--- config.mk ---
export PLATFORM = sky130hd
export DESIGN_NAME = div_seq_ctrl
export DESIGN_NICKNAME = d
export VERILOG_FILES = /design/src/rtl/div_seq_ctrl.sv
export SDC_FILE = /design/constraint.sdc
export NUM_CORES = 1
export LEC_CHECK = 0
export ABC_AREA = 1
export ABC_CLOCK_PERIOD_IN_PS = 2200
export CELL_PAD_IN_SITES_DETAIL_PLACEMENT = 0
export CELL_PAD_IN_SITES_GLOBAL_PLACEMENT = 1
export CORE_ASPECT_RATIO = 1.5
export CORE_MARGIN = 4
export CORE_UTILIZATION = 30
export CTS_BUF_LIST = sky130_fd_sc_hd__clkbuf_4 sky130_fd_sc_hd__clkbuf_8 sky130_fd_sc_hd__clkbuf_16
export DETAILED_ROUTE_END_ITERATION = 12
export PLACE_DENSITY = 0.63
export RECOVER_POWER = 100
export SLEW_MARGIN = 20
export SYNTH_ARGS = -nofsm -noshare
export SYNTH_HDL_FRONTEND = slang
export SYNTH_SLANG_ARGS = --single-unit
--- constraint.sdc ---
create_clock -name i_clock -period 2.2 [get_ports i_clock]
set_input_delay 0.66 -clock i_clock [delete_from_list [all_inputs] [get_ports i_clock]]
set_output_delay 0.66 -clock i_clock [all_outputs]
set_load 0.1 [all_outputs]
--- src/rtl/div_seq_ctrl.sv ---
// div_seq_ctrl: sequencing controller for a restoring divider (one shift-subtract step per clock).
// Latency: WIDTH ITER cycles + 1 FIX cycle + 1 DONE cycle. Divide-by-zero goes straight to DONE.
// Backpressure: none. A start is taken only in IDLE. While busy or in DONE, start is ignored.
//
// Optional build macro: DIV_SIGNED_EN
//   Defined: operands are two's complement, and the sign fix-up is applied in FIX.
//   Undefined: operands are unsigned. FIX passes values through but still takes its cycle.
//
// Ports:
//   i_clock      system clock, all state on the rising edge
//   i_reset      synchronous active-high reset, clears all state
//   i_start      division request, sampled only in IDLE
//   i_dividend   dividend, latched on an accepted start
//   i_divisor    divisor, latched on an accepted start
//   o_busy       high while iterating and during fix-up
//   o_done       single-cycle pulse, o_z/o_dbz valid from this cycle
//   o_dbz        divide-by-zero flag, held until the next accepted start
//   o_z          {quotient, remainder}, held until the next result or reset
module div_seq_ctrl #(
  parameter int WIDTH = 32,
  parameter int CNT_W = 6
) (
  input  logic               i_clock,
  input  logic               i_reset,
  input  logic               i_start,
  input  logic [WIDTH-1:0]   i_dividend,
  input  logic [WIDTH-1:0]   i_divisor,
  output logic               o_busy,
  output logic               o_done,
  output logic               o_dbz,
  output logic [2*WIDTH-1:0] o_z
);

  typedef enum logic [1:0] {
    S_IDLE = 2'd0,
    S_ITER = 2'd1,
    S_FIX  = 2'd2,
    S_DONE = 2'd3
  } state_t;

  state_t             r_state;
  state_t             w_state_nxt;

  logic [WIDTH-1:0]   r_rem;
  logic [WIDTH-1:0]   r_q;
  logic [WIDTH-1:0]   r_dvs;
  logic [CNT_W-1:0]   r_cnt;
  logic [2*WIDTH-1:0] r_z;
  logic               r_dbz;

  logic               w_dvd_neg;
  logic               w_dvs_neg;
  logic [WIDTH-1:0]   w_dvd_mag;
  logic [WIDTH-1:0]   w_dvs_mag;
  logic               w_accept;
  logic               w_qsign;
  logic               w_rsign;
  logic [WIDTH:0]     w_shift;
  logic               w_ge;
  logic [WIDTH-1:0]   w_diff;
  logic [WIDTH-1:0]   w_q_fix;
  logic [WIDTH-1:0]   w_r_fix;

`ifdef DIV_SIGNED_EN
  assign w_dvd_neg = i_dividend[WIDTH-1];
  assign w_dvs_neg = i_divisor[WIDTH-1];
`else
  assign w_dvd_neg = 1'b0;
  assign w_dvs_neg = 1'b0;
`endif

  // The most negative value maps to itself. Read as unsigned, that is the correct magnitude.
  assign w_dvd_mag = w_dvd_neg ? -i_dividend : i_dividend;
  assign w_dvs_mag = w_dvs_neg ? -i_divisor  : i_divisor;

  assign w_accept = (r_state == S_IDLE) && i_start && (i_divisor != '0);

`ifdef DIV_SIGNED_EN
  logic r_qsign;
  logic r_rsign;

  always_ff @(posedge i_clock) begin
    if (i_reset) begin
      r_qsign <= 1'b0;
      r_rsign <= 1'b0;
    end else if (w_accept) begin
      r_qsign <= w_dvd_neg ^ w_dvs_neg;
      r_rsign <= w_dvd_neg;  // remainder follows the dividend's sign
    end
  end

  assign w_qsign = r_qsign;
  assign w_rsign = r_rsign;
`else
  assign w_qsign = 1'b0;
  assign w_rsign = 1'b0;
`endif

  // Restoring step. The shifted partial remainder keeps its top bit.
  // This keeps the comparison exact for divisors with the MSB set.
  // When the comparison passes, the true difference is below r_dvs, so WIDTH bits hold it.
  assign w_shift = {r_rem, r_q[WIDTH-1]};
  assign w_ge    = (w_shift >= {1'b0, r_dvs});
  assign w_diff  = w_shift[WIDTH-1:0] - r_dvs;

  assign w_q_fix = w_qsign ? -r_q   : r_q;
  assign w_r_fix = w_rsign ? -r_rem : r_rem;

  always_ff @(posedge i_clock) begin
    if (i_reset) begin
      r_state <= S_IDLE;
    end else begin
      r_state <= w_state_nxt;
    end
  end

  always_comb begin
    w_state_nxt = r_state;
    o_busy      = 1'b0;
    o_done      = 1'b0;
    case (r_state)
      S_IDLE: begin
        if (i_start) begin
          w_state_nxt = (i_divisor == '0) ? S_DONE : S_ITER;
        end
      end
      S_ITER: begin
        o_busy = 1'b1;
        if (r_cnt <= CNT_W'(1)) begin
          w_state_nxt = S_FIX;
        end
      end
      S_FIX: begin
        o_busy      = 1'b1;
        w_state_nxt = S_DONE;
      end
      S_DONE: begin
        o_done      = 1'b1;
        w_state_nxt = S_IDLE;
      end
      default: begin
        w_state_nxt = S_IDLE;
      end
    endcase
  end

  always_ff @(posedge i_clock) begin
    if (i_reset) begin
      r_rem <= '0;
      r_q   <= '0;
      r_dvs <= '0;
      r_cnt <= '0;
      r_z   <= '0;
      r_dbz <= 1'b0;
    end else begin
      case (r_state)
        S_IDLE: begin
          if (i_start) begin
            if (i_divisor != '0) begin
              r_rem <= '0;
              r_q   <= w_dvd_mag;
              r_dvs <= w_dvs_mag;
              r_cnt <= CNT_W'(WIDTH);
              r_dbz <= 1'b0;
            end else begin
              r_z   <= {{WIDTH{1'b1}}, i_dividend};
              r_dbz <= 1'b1;
            end
          end
        end
        S_ITER: begin
          r_rem <= w_ge ? w_diff : w_shift[WIDTH-1:0];
          r_q   <= {r_q[WIDTH-2:0], w_ge};
          r_cnt <= r_cnt - CNT_W'(1);
        end
        S_FIX: begin
          r_z <= {w_q_fix, w_r_fix};
        end
        default: begin
        end
      endcase
    end
  end

  assign o_z   = r_z;
  assign o_dbz = r_dbz;

endmodule

==> results of run 1 <==
[flip-flops by register name, summed over array words and instances, names as in the netlist]
signal / count
o_z: 64
r_dvs: 32
r_q: 32
r_rem: 32
r_cnt: 6
r_state: 2
o_dbz: 1
[synthesized netlist by cell type (all sizes together) (4+ instances only)]
library cell  instances  area [µm²]
xnor2                14       122.6
clkbuf               56       211.5
buf                  24       158.9
o21ai               133       669.4
nand2               455        1760
a31oi                64       400.4
dfxtp               169        3383
xor2                  4       35.03
and2                  8       50.05
nand3b               26       195.2
ha                   39       488.0
nor2                 76       327.8
inv                 175       656.9
nand4                 6       37.54
a21oi               116       599.3
nand3               112       570.6
[critical path, cell delays in order, from the launching register on]
cell	delay [ns]
sky130_fd_sc_hd__dfxtp_1	0.36
sky130_fd_sc_hd__inv_1	0.10
sky130_fd_sc_hd__ha_1	0.37
sky130_fd_sc_hd__buf_12	0.19
[timing repair]
action | in CTS | in global routing
gates resized for setup | 18 | 147
endpoints found under the hold margin | 0 | 0
endpoints found under the setup margin | 166 | 157
cloned | 2 | 5
pin swaps | 2 | 29
buffers inserted | 2 | 13
hold buffers | 0 | 0
[cell type report]
| cell class | count | area [µm²] |
|---|---|---|
| clock inverter | 12 | 162.7 |
| fill | 3404 | 18130 |
| timing repair buffer | 299 | 2655 |
| multi-input combinational | 1071 | 6041 |
| sequential | 169 | 3397 |
| tap | 410 | 513.0 |
| inverter | 176 | 668.1 |
| clock buffer | 20 | 460.4 |
[routing by layer]
layer  track usage  vias up  wire length (µm)  part of all wire
li1              -     5361                 -                 -
met1        0.2218     4757             14980              0.43
met2        0.3489      159             18230              0.52
met3       0.02757       34              1058             0.030
met4       0.04763        0               662             0.019
met5             0        -                 0                 0
[cell families (layout without fill, tap and decap cells)]
logic type | after synthesis | in the layout | share of synthesized area
adder cells (fa/ha/maj) | 40 | 40 | 0.05177
AO/OA/AOI/OAI | 324 | 324 | 0.1786
XOR/XNOR | 18 | 18 | 0.01607
flip-flops | 169 | 169 | 0.3448
buffers and inverters | 256 | 507 | 0.1051
AND/OR/NAND/NOR | 689 | 689 | 0.3037
[path summary, 6_finish.rpt]
kind / slack (ns) / end / depth (start not counted) / start
setup reg to reg: 0.09 / r_rem[21]$_SDFFE_PP0P_ / 14 / r_dvs[6]$_SDFFE_PP0P_
setup / recovery: 0.08 / o_busy / 3 / r_state[0]$_SDFFE_PP0P_
hold reg to reg: 0.46 / o_z[35]$_SDFFE_PP0P_ / 2 / o_z[35]$_SDFFE_PP0P_
hold / removal: 0.46 / o_z[35]$_SDFFE_PP0P_ / 2 / o_z[35]$_SDFFE_PP0P_
[power by group through the flow]
stage | Clock [mW] | Combinational, mW | Sequential [mW]
floorplan | 0 | 3.82 | 5.65
global placement | 0 | 8.14 | 4.21
detailed placement | 0 | 8.16 | 4.21
CTS | 3.33 | 8.43 | 4.14
global route | 3.44 | 9.46 | 4.22
finish | 3.25 | 8.71 | 4.14
[through the flow]
stage | hold slack [ns] | setup WS (ns) | cell area, µm² | power (mW)
global placement | 0.4458 | -0.7337 | 12520 | 12.35
finish | 0.4621 | 0.07925 | 13900 | 16.10
floorplan | 0.4331 | 0.2634 | 9813 | 9.466
detailed placement | 0.4510 | -0.7338 | 12520 | 12.37
CTS | 0.4602 | -0.002106 | 13310 | 15.90
global route | 0.4736 | -0.01943 | 13900 | 17.12
==> results by group, run 1 <==
Outcome
  – Result of the run: completed

Worst setup path
  – CP Data Required Time: 1.54 ns
  – Type of origin of the critical path: flip-flop
  – WS Path Type: flip-flop to primary output
  – Sort of element at the end of the critical path: primary output
  – Critical path arrival: 1.46 ns
  – Crit Path Max Fanout: 4

Route
  – Routed via count: 10310
  – Remaining routing DRC violations: 0
  – Average detailed-routed wire length per instance: 16.20 µm
  – First drt pass iteration count: 5
  – Detailed-route wire length: 34930 µm
  – ANT nets after route: 0
  – DRC marker count from the first detailed-route iteration: 395
  – Vias per inst: 4.780

Cells and area
  – Number of nets in the layout: 1841
  – Non-filler instance count after layout: 2157
  – Commonest non-fill, non-tap cell in the layout: sky130_fd_sc_hd__nand2_1
  – Fraction of layout instances using a drive strength above 1: 0.2421
  – Syn-to-layout area delta: 41.62%
  – Fraction of the core area covered by cells at the end of the flow: 0.4339
  – Commonest non-fill, non-tap cells in the layout: sky130_fd_sc_hd__nand2_1 (413), sky130_fd_sc_hd__dfxtp_1 (158), sky130_fd_sc_hd__inv_1 (153)
  – Antenna Diode Count: 0

Synth
  – Unique cell type count in the Yosys netlist: 41
  – Post-synth ARST share: 0
  – Mapped Cells: 1496
  – Count of synthesis-stage warnings from yosys: 0
  – Portion of the post-synthesis area used by sequential elements: 0.3448
  – Number of storage elements in the synthesis netlist: 169
  – Post-Syn Nets: 1603
  – Primary FF master, synth: sky130_fd_sc_hd__dfxtp_1
  – Number of flops mapped to enable cells by yosys: 0
  – Synthesized area per cell: 6.560 µm²
  – Synthesized cell area: 0.009813 mm²

Timing
  – Period minus WS final: 2.121 ns
  – FMAX: 0.4715 GHz
  – Final worst clock skew: 0.007943 ns
  – Setup Viol. Count Final: 0
  – Relative max-transition margin: 0.6269
  – Pins over their slew limit: 0
  – Number of hold-slack violations in the final timing report: 0
  – Share of the cycle needed by the critical path after routing: 0.9640
  – Unrepaired setup endpoints after global routing: yes
  – Total Neg Setup Slack: 0 ns
  – Pin slew with the least headroom to its limit: 0.5620 ns

Placement
  – Final HPWL DP: 25980 µm
  – Final weighted congestion in routability-driven placement: 0.8582
  – Count of input and output buffers: 133
  – # placed instances: 2104

Global route
  – Antenna violations before repair: 0
  – Total gr overflow: 0
  – Number of global-route vias before repair: 9968
  – Wire length of the first global-routing pass: 53150 µm
  – Global Route Usage Sum: 0.1873
  – Maximum number of pins on one net before global-route repair: 71

Clocking
  – Sinks on the clock net: 169
  – Clock buffers created by TritonCTS: 17
  – Total number of H-tree levels: 4
  – CTS Buffer Depth: 2
  – Clock-pin slew on the worst setup and hold paths: 0.06 ns
  – Clk_lat worst skew: 0.44 ns
  – Root Driver: sky130_fd_sc_hd__clkbuf_16
  – Clock tree from TritonCTS: yes

Power
  – Leakage: 6.391 nW
  – Logic gate share of total power: 0.541
  – Share of power burned in registers: 0.257
  – Clock Power Share: 0.202
  – Power spent charging and discharging nets: 7.503 mW
  – Pwr Density: 1159 mW/mm²
  – Max VDD drop: 0.0005580 V
  – Int Power: 8.597 mW
  – Net Sw Frac: 0.4660

Floorplan
  – Io pins: 134
  – Die width: 155.7 µm
  – Total core area: 0.03203 mm²
  – Initial core utilization: 0.3064
  – Floorplan row count: 80
  – Height of the chip: 229.5 µm
  – Die Area: 0.03573 mm²

Flow run
  – Maximum capacitance violations: 0

Min path
  – Type of the most critical hold path: flip-flop to flip-flop
(Power assumes the default switching activity.)
==> run 2: changes to the inputs <==
Settings changed: CORE_MARGIN 4 to unset, HOLD_SLACK_MARGIN set to 0.08.
==> results by group, run 2 (synthesis gave the netlist of run 1 again) <==
Outcome
  – Result of the run: completed

Floorplan
  – Io pins: 134 (unchanged)
  – Die width: 149.7 µm (-3.9%)
  – Floorplan row count: 80 (unchanged)
  – Die Area: 0.03345 mm² (-6.4%)
  – Initial core utilization: 0.3064 (unchanged)
  – Height of the chip: 223.5 µm (-2.6%)
  – Total core area: 0.03203 mm² (unchanged)

Route
  – Remaining routing DRC violations: 0 (unchanged)
  – Detail Route met3 WL: 874 µm (-17%)
  – Met1 layer wirelength in the final routing: 14760 µm (-1.5%)
  – Top layer in use: met4
  – Vias per inst: 4.763 (-0.36%)
  – Routed via count: 10290 (-0.22%)
  – Detailed-route wire length: 34070 µm (-2.5%)
  – First drt pass iteration count: 5 (unchanged)
  – Routed wl met2: 17830 µm (-2.2%)
  – DRC marker count from the first detailed-route iteration: 435 (+10%)
  – Average detailed-routed wire length per instance: 15.78 µm (-2.6%)
  – ANT nets after route: 0 (unchanged)

Cells and area
  – Max FFs per register: 64 (unchanged)
  – Commonest non-fill, non-tap cell in the layout: sky130_fd_sc_hd__nand2_1
  – Syn-to-layout area delta: 40.53%
  – Total area of multi-input combinational cells: 0.006102 mm² (+1.0%)
  – Fraction of layout instances using a drive strength above 1: 0.2520 (+0.009871)
  – Fraction of the core area covered by cells at the end of the flow: 0.4305 (-0.003320)
  – Non-filler instance count after layout: 2160 (+0.14%)
  – Number of nets in the layout: 1844 (+0.16%)
  – Antenna Diode Count: 0 (unchanged)
  – Sequential cell area in the final layout: 0.003402 mm² (+0.15%)
  – Fillers: 3398 (-0.18%)
  – Commonest non-fill, non-tap cells in the layout: sky130_fd_sc_hd__nand2_1 (410), sky130_fd_sc_hd__dfxtp_1 (154), sky130_fd_sc_hd__inv_1 (151)

Worst setup path
  – Type of origin of the critical path: input pin
  – Worst-path cell with the longest stage delay: sky130_fd_sc_hd__clkdlybuf4s50_1
  – Crit Path Max Fanout: 16 (+12)
  – Critical path arrival: 2.47 ns (+1.01 ns)
  – WS Path Type: input pin to flip-flop
  – Cell with the most instances on the worst path: sky130_fd_sc_hd__nor2_4
  – Count of buffering cells on the critical path with inverters included: 3 (+1)
  – Sort of element at the end of the critical path: flip-flop
  – Delay of the slowest cell on the worst path: 0.42 ns (+0.05 ns)
  – Total stage count of the critical path: 11 (+8)
  – Depth of the most critical reg-to-reg path: 13 (-1)
  – CP Data Required Time: 2.52 ns (+0.98 ns)
  – Worst path top cell family by delay: simple AND/OR/NAND/NOR gates
  – Crit path cell chain: clkdlybuf4s50_1 > nor2_1 > nand2_1 > nor2_4 > nand2_4 > nor2_4 > nand2_2 > o21ai_4 > buf_6 > clkbuf_16 > a31oi_1

Global route
  – Antenna violations before repair: 0 (unchanged)
  – Number of global-route vias before repair: 9842 (-1.3%)
  – Wire length of the first global-routing pass: 52550 µm (-1.1%)
  – Global Route Usage Sum: 0.2035 (+0.01615)
  – Total gr overflow: 0 (unchanged)
  – Maximum number of pins on one net before global-route repair: 71 (unchanged)

Clocking
  – Cts-stage hold buffer count: 0 (unchanged)
  – Total number of H-tree levels: 4 (unchanged)
  – Clk_lat worst skew: 0.44 ns (about the same)
  – Root Driver: sky130_fd_sc_hd__clkbuf_16
  – Clock tree from TritonCTS: yes
  – Clock-pin slew on the worst setup and hold paths: 0.07 ns (about the same)
  – Clock buffers created by TritonCTS: 17 (unchanged)
  – CTS Buffer Depth: 2 (unchanged)
  – Sinks on the clock net: 169 (unchanged)

Min path
  – Type of the most critical hold path: flip-flop to flip-flop
  – Number of cells on the worst hold path: 2 (unchanged)

Flow run
  – Maximum capacitance violations: 0 (unchanged)

Timing
  – Share of the cycle needed by the critical path after routing: 0.9770 (+0.01302)
  – Pins over their slew limit: 0 (unchanged)
  – Period minus WS final: 2.149 ns (+0.02864 ns)
  – Number of hold-slack violations in the final timing report: 0 (unchanged)
  – Setup Viol. Count Final: 0 (unchanged)
  – Relative max-transition margin: 0.6119 (-0.01504)
  – FMAX: 0.4652 GHz (-1.3%)
  – Final worst clock skew: 0.01193 ns (+0.003989 ns)
  – Pin slew with the least headroom to its limit: 0.5847 ns (+0.02265 ns)
  – Unrepaired setup endpoints after global routing: yes

Placement
  – # placed instances: 2118 (+0.67%)
  – Count of input and output buffers: 133 (unchanged)
  – Final weighted congestion in routability-driven placement: 0.8192 (-4.5%)
  – Final HPWL DP: 25880 µm (-0.38%)

Power
  – Leakage: 6.245 nW (-2.3%)
  – Pwr Density: 1152 mW/mm² (-0.58%)
  – Max VDD drop: 0.0005805 V (+4.0%)
run 2: cell count changes in the layout (fill, tap and decap cells not counted), sizes merged:
cell,change
buf,+5
bufinv,-1
clkbuf,-5
clkdlybuf4s50,+13
clkinv,+3
dlymetal6s2s,-13
o21ai,+1
run 2: per-stage QoR:
stage          setup WS [ns]  total power, mW  hold WS [ns]    TNS, ns  area (µm²)
3_5_place_dp         -0.7512            12.47        0.4512    -112.04       12580
4_1_cts            -0.005565            15.64        0.4615  -0.005565       13230
6_report             0.05061            15.88        0.4606          0       13790
3_3_place_gp         -0.7150            12.43        0.4487    -108.14       12580
5_1_grt             -0.03495            16.92        0.4801    -0.4327       13790
2_1_floorplan         0.2634            9.466        0.4331          0        9813
run 2: path summary, 6_finish.rpt:
check                              start                endpoint  slack, ns
hold / removal      o_z[53]$_SDFFE_PP0P_    o_z[53]$_SDFFE_PP0P_       0.46
hold reg to reg     o_z[53]$_SDFFE_PP0P_    o_z[53]$_SDFFE_PP0P_       0.46
setup / recovery            i_divisor[2]     o_z[6]$_SDFFE_PP0P_       0.05
setup reg to reg  r_rem[23]$_SDFFE_PP0P_  r_rem[14]$_SDFFE_PP0P_       0.10
run 2: cell type report:
| type | instances | area share |
|---|---|---|
| Inverter | 176 | 0.04845 |
| Clock buffer | 18 | 0.03185 |
| Sequential cell | 169 | 0.2467 |
| Clock inverter | 14 | 0.01062 |
| Multi-Input combinational cell | 1072 | 0.4425 |
| Timing Repair Buffer | 301 | 0.1827 |
| Tap cell | 410 | 0.03720 |
run 2: per-layer routing:
layer,global-route usage,up-vias
met4,0.06354,0
met1,0.2438,4747
li1,-,5361
met3,0.02331,27
met5,0,-
met2,0.3716,153
run 2: worst min-delay path: cells and delay by family (launching register included):
| kind | cells | cell delay (ns) |
|---|---|---|
| simple gates | 1 | 0.06 |
| flops | 1 | 0.31 |
| compound gates | 1 | 0.05 |
run 2: repair_timing:
item,CTS,global route
setup buffers,0,7
endpoints found under the setup margin,166,154
gates cloned,1,3
gates resized for setup,19,159
pin swaps,1,19
run 2: where the power goes:
part / leakage (nW) / total [mW] / internal (mW) / switching (mW)
combinational: 4.56 / 8.67 / 2.94 / 5.72
clock: 0.294 / 3.07 / 1.71 / 1.35
sequential: 1.39 / 4.15 / 3.74 / 0.405
